[config.mk]
export PLATFORM = sky130hd
export DESIGN_NAME = uart_tx_arbiter
export DESIGN_NICKNAME = d
export VERILOG_FILES = /design/src/rtl/uart_tx_arbiter.sv
export SDC_FILE = /design/constraint.sdc
export NUM_CORES = 1
export LEC_CHECK = 0
export BUFFER_PORTS_ARGS = -buffer_cell sky130_fd_sc_hd__buf_2
export CORE_MARGIN = 5
export CORE_UTILIZATION = 40
export CTS_CLUSTER_DIAMETER = 50
export CTS_CLUSTER_SIZE = 40
export DETAILED_ROUTE_END_ITERATION = 10
export MAX_ROUTING_LAYER = met4
export PLACE_DENSITY = 0.73
export SLEW_MARGIN = 5
export SYNTH_ARGS = -nofsm -noshare
export SYNTH_HDL_FRONTEND = slang
export SYNTH_SLANG_ARGS = --single-unit
[constraint.sdc]
create_clock -name clk -period 2.2 [get_ports clk]
set_input_delay 0.33 -clock clk [delete_from_list [all_inputs] [get_ports clk]]
set_output_delay 0.33 -clock clk [all_outputs]
set_load 0.1 [all_outputs]
[src/rtl/uart_tx_arbiter.sv]
// uart_tx_arbiter: sole master of the uart_core slot bus. Writes the control
// word after reset, then serves control-word updates ahead of round-robin
// byte requests. Each byte needs a status poll showing Tx FIFO space before
// it is written to the data register.
module uart_tx_arbiter #(
  parameter int unsigned NUM_REQ   = 4,
  parameter logic [15:0] CTRL_INIT = 16'h0145
) (
  input  logic                 clk,
  input  logic                 reset,
  input  logic [NUM_REQ-1:0]   req,
  input  logic [NUM_REQ*8-1:0] req_data,
  output logic [NUM_REQ-1:0]   ack,
  input  logic                 cfg_wr,
  input  logic [15:0]          cfg_data,
  output logic                 cfg_ack,
  output logic                 busy,
  output logic                 cs,
  output logic                 read,
  output logic                 write,
  output logic [4:0]           reg_addr,
  output logic [31:0]          wr_data,
  input  logic [31:0]          rd_data
);

  localparam int unsigned IW = $clog2(NUM_REQ);

  localparam logic [2:0] S_BOOT  = 3'd0;
  localparam logic [2:0] S_INIT  = 3'd1;
  localparam logic [2:0] S_IDLE  = 3'd2;
  localparam logic [2:0] S_POLL  = 3'd3;
  localparam logic [2:0] S_WRITE = 3'd4;
  localparam logic [2:0] S_CFG   = 3'd5;

  localparam logic [4:0] A_CTRL   = 5'd0;
  localparam logic [4:0] A_STATUS = 5'd1;
  localparam logic [4:0] A_WDATA  = 5'd3;

  logic [2:0]    state_q, state_d;
  logic [IW-1:0] last_grant_q, last_grant_d;
  logic [IW-1:0] win_q, win_d;
  logic [7:0]    byte_q, byte_d;
  logic [15:0]   cfg_q, cfg_d;

  logic [7:0]    req_byte [NUM_REQ];
  logic          found;
  logic [IW-1:0] pick;
  logic [IW-1:0] cand;
  logic          tx_full;

  // Only the tx_full status bit matters to this block.
  logic unused_rd_bits;
  assign unused_rd_bits = ^{rd_data[31:5], rd_data[3:0]};
  assign tx_full        = rd_data[4];

  for (genvar g = 0; g < NUM_REQ; g++) begin : g_unpack
    assign req_byte[g] = req_data[g*8 +: 8];
  end

  // Round-robin search starting just after the last granted requester.
  always_comb begin
    found = 1'b0;
    pick  = '0;
    cand  = '0;
    for (int unsigned i = 0; i < NUM_REQ; i++) begin
      cand = IW'((32'(last_grant_q) + 32'd1 + i) % NUM_REQ);
      if (!found && req[cand]) begin
        found = 1'b1;
        pick  = cand;
      end
    end
  end

  // Next-state and latch selection; arbitration is only consulted in IDLE.
  always_comb begin
    state_d      = state_q;
    last_grant_d = last_grant_q;
    win_d        = win_q;
    byte_d       = byte_q;
    cfg_d        = cfg_q;
    case (state_q)
      S_BOOT: state_d = S_INIT;
      S_INIT: state_d = S_IDLE;
      S_IDLE: begin
        if (cfg_wr) begin
          cfg_d   = cfg_data;
          state_d = S_CFG;
        end else if (found) begin
          win_d   = pick;
          byte_d  = req_byte[pick];
          state_d = S_POLL;
        end
      end
      S_POLL:  state_d = tx_full ? S_POLL : S_WRITE;
      S_WRITE: begin
        last_grant_d = win_q;
        state_d      = S_IDLE;
      end
      S_CFG:   state_d = S_IDLE;
      default: state_d = S_BOOT;
    endcase
  end

  // State and latched transaction registers.
  always_ff @(posedge clk or posedge reset) begin
    if (reset) begin
      state_q      <= S_BOOT;
      last_grant_q <= IW'(NUM_REQ - 1);
      win_q        <= '0;
      byte_q       <= '0;
      cfg_q        <= '0;
    end else begin
      state_q      <= state_d;
      last_grant_q <= last_grant_d;
      win_q        <= win_d;
      byte_q       <= byte_d;
      cfg_q        <= cfg_d;
    end
  end

  // Slot bus and handshake outputs decoded from the state register.
  always_comb begin
    cs       = 1'b0;
    read     = 1'b0;
    write    = 1'b0;
    reg_addr = '0;
    wr_data  = '0;
    ack      = '0;
    cfg_ack  = 1'b0;
    case (state_q)
      S_INIT: begin
        cs       = 1'b1;
        write    = 1'b1;
        reg_addr = A_CTRL;
        wr_data  = {16'h0, CTRL_INIT};
      end
      S_POLL: begin
        cs       = 1'b1;
        read     = 1'b1;
        reg_addr = A_STATUS;
      end
      S_WRITE: begin
        cs         = 1'b1;
        write      = 1'b1;
        reg_addr   = A_WDATA;
        wr_data    = {24'h0, byte_q};
        ack[win_q] = 1'b1;
      end
      S_CFG: begin
        cs       = 1'b1;
        write    = 1'b1;
        reg_addr = A_CTRL;
        wr_data  = {16'h0, cfg_q};
        cfg_ack  = 1'b1;
      end
      default: ;
    endcase
  end

  // BOOT counts as busy, but busy must read 0 while reset is held.
  assign busy = !reset && (state_q != S_IDLE);

endmodule

==> summary.md <==
| Metric | Value |
|---|---|
| PwrDens | `1510 mW/mm^2` |
| Post-synth cell types | `between 40 and 50` |
| Tcrit/Tclk final | `95.9%` |
| EDFF count, synth | `0` |
| Gr usage total | `15.6%` |
| Max Root-Sink Buffers | `2` |
| Top-area cell type share of the netlist area | `~36%` |
| DR vias/cell | `~4.8` |
| Outcome | `finished, final reports clean` |
| Final setup skew | `5.73 ps` |
| Clock root buffer | `clkbuf_8` |
| First-pass GRT wire length | `~7700 um` |
| Critical Path RT | `1870 ps` |
| Final number of max-transition violations | `0` |
| Max_slew headroom | `61.2%` |
| Unrepaired setup endpoints after global routing | `false` |
| Worst hold path type | `in2async` |
| Vias | `approximately 1700` |
| Core ar. | `0.00501 sq mm` |
| DP Area | `~0.0028 sq mm` |
| Count leader, synth | `dfrtp_1` |
| CP max FO | `10` |
| FMAX | `0.474 GHz` |
| Boundary Pins | `133` |
| WP data arrival | `between 1500 and 2000 ps` |
| #FFs+latches synth | `31` |
| Die area | `0.00660 sq mm` |
| Worst slew pin tran | `580 ps` |
| Top post-synthesis cells by area | `dfrtp_1 (36%), mux2_1 (8.3%), buf_4 (7.0%)` |
| DR DRC count | `0` |
| Max-Cap Viols | `0` |
| Startpoint type of the worst setup path | `flop` |
| Dpl cells | `around 340` |
| Net count, final | `366` |
| CTS tree | `built` |
| Power Total | `4440 uW` |
| Non-filler cells, final | `350` |
| P_leak | `0.00138 uW` |
| Rows | `26` |
| Initial cell density of the core | `40.5%` |
| Asr flop ratio synth | `100%` |
| Post-synthesis sequential area ratio | `38.3%` |
| Met2 Use GR | `26.4%` |
| Post-synthesis instance area | `a little over 0.002 sq mm` |
| Mapped Avg Cell Area | `~11 sq um` |
| Final Hold Fails | `0` |
| DR iter-0 viols | `35` |
| Die height | `~80 um` |
| Initial antenna violation count | `0` |
| Worst IR Drop VDD | `0.757 mV` |
| Final setup violation count | `0` |
| Setup CP Type | `reg2out` |
| # port buffers | `82` |
| CTS Sinks | `31` |
| Vias in the first global route | `around 1700` |
| Global Route met3 Usage | `4.21%` |
| Setup bufs post-CTS | `0` |
| Final WS setup | `~90 ps` |
| Clock latency at the later pin of the worst-skew pair | `280 ps` |
| Util after Layout | `58.6%` |
| Clock slew at reported path FFs | `70 ps` |
| Final WL | `4870 um` |
| Design Area, Final | `0.00294 sq mm` |
| Most used flip-flop cell after synthesis | `dfrtp_1` |
| Syn-to-layout area delta | `44.7%` |
| First-pass detailed-route iteration total | `4` |
| Die width | `about 81 um` |
| Cells after synthesis | `between 150 and 200` |
| Min Tclk post-route | `~2100 ps` |
| Pre-CTS setup slack | `between 100 and 150 ps` |
| Post-route ant nets | `0` |
| Post-DR wirelength/cell | `approximately 14 um` |
| Num CTS Buffers | `5` |
| Share of post-route cells with drive strength above 1 | `54.6%` |
| H-tree depth | `2` |
| Cell taking the most area after synthesis | `dfrtp_1` |
| Total grt overflow | `0` |
| Commonest cells post-synth | `dfrtp_1 (29), buf_4 (19), mux2_1 (15), nand2_1 (14)` |
| Final Wtd Congestion | `0.734` |
| Met1 GRT Util | `18.4%` |
| Largest net degree at the start of global routing | `32` |
| # diodes | `0` |
| GR peak layer | `met2` |
| Setup crit end kind | `output port` |
| Yosys warning count | `0` |
| HPWL after DPL | `between 3000 and 4000 um` |
-- flip-flops by register name (all words and copies together), names as in the netlist --
register      count
cfg_q            16
state_q           3
byte_q            8
win_q             2
last_grant_q      2
-- worst max-delay path: stages, from the launching register on --
cell	delay [ps]
dfrtp_1	480
or3_4	460
inv_6	120
nand2_1	110
nor2_4	140
buf_12	180
-- through the flow --
stage / hold WS (ps) / setup TNS [ps]
final: 146 / 0
after global routing: 182 / 0
after CTS: 149 / 0
after detailed placement: 458 / 0
after global placement: 450 / 0
after floorplan: 428 / -370
-- logic make-up (layout without fill, tap and decap cells) --
logic type | Yosys count | after routing | synth area share, %
multiplexers | 33 | 33 | 17.9
flip-flops | 31 | 31 | 38.3
AND/OR/NAND/NOR | 58 | 58 | 17.5
other | 1 | 19 | 0.185
AO/OA/AOI/OAI | 32 | 32 | 13.2
buffers and inverters | 37 | 107 | 12.9
-- worst paths after layout --
kind | to | depth (start not counted) | slack, ps | startpoint
min in group clk | cfg_q[14] | 2 | 260 | cfg_data[14]
max in group asynchronous | last_grant_q[1] | 3 | 1730 | reset
min reg2reg | cfg_q[0] | 1 | 480 | cfg_q[0]
min | cfg_q[8] | 3 | 150 | reset
max reg2reg | byte_q[1] | 5 | 130 | last_grant_q[1]
max | ack[1] | 5 | 90 | state_q[0]
-- power breakdown --
part	switching (uW)	internal, uW	total [uW]
sequential	209	864	1070
combinational	1920	872	2800
clock	208	366	574
total	2340	2100	4440
-- placed cells by master (no fill, tap or decap), types with 3 or more instances in the layout --
master / instances
buf_2: 63
dfrtp_1: 28
conb_1: 19
buf_12: 19
mux2_1: 15
nand2_1: 14
nand3_2: 10
mux2i_1: 9
buf_4: 9
and2_4: 8
a221o_1: 8
mux2_2: 7
nand3_1: 7
inv_1: 6
clkbuf_8: 6
o21ai_0: 4
a21oi_2: 4
nor2_1: 3
a22o_2: 3
-- per-layer routing --
metal | vias to the layer above | share of wire (%)
met1 | 787 | 41
met3 | 7 | 5.7
met4 | 0 | 1.1
li1 | 817 | -
met5 | - | 0
met2 | 55 | 52
-- repair_timing --
action                                  CTS  global route
hold buffers                              0             0
resized for setup                         1             1
endpoints found under the hold margin     0             0
endpoints found under the setup margin    3             2
-- layout make-up --
type	count	area [sq um]
fillers	437	2070
multi-input cells	142	1150
flip-flops and latches	31	779
repair buffers	91	763
well taps	70	87.6
clock buffers	6	82.6
clock inverters	2	35.0
inverters	8	35.0
No activity file was read; power rests on OpenSTA's default activity.
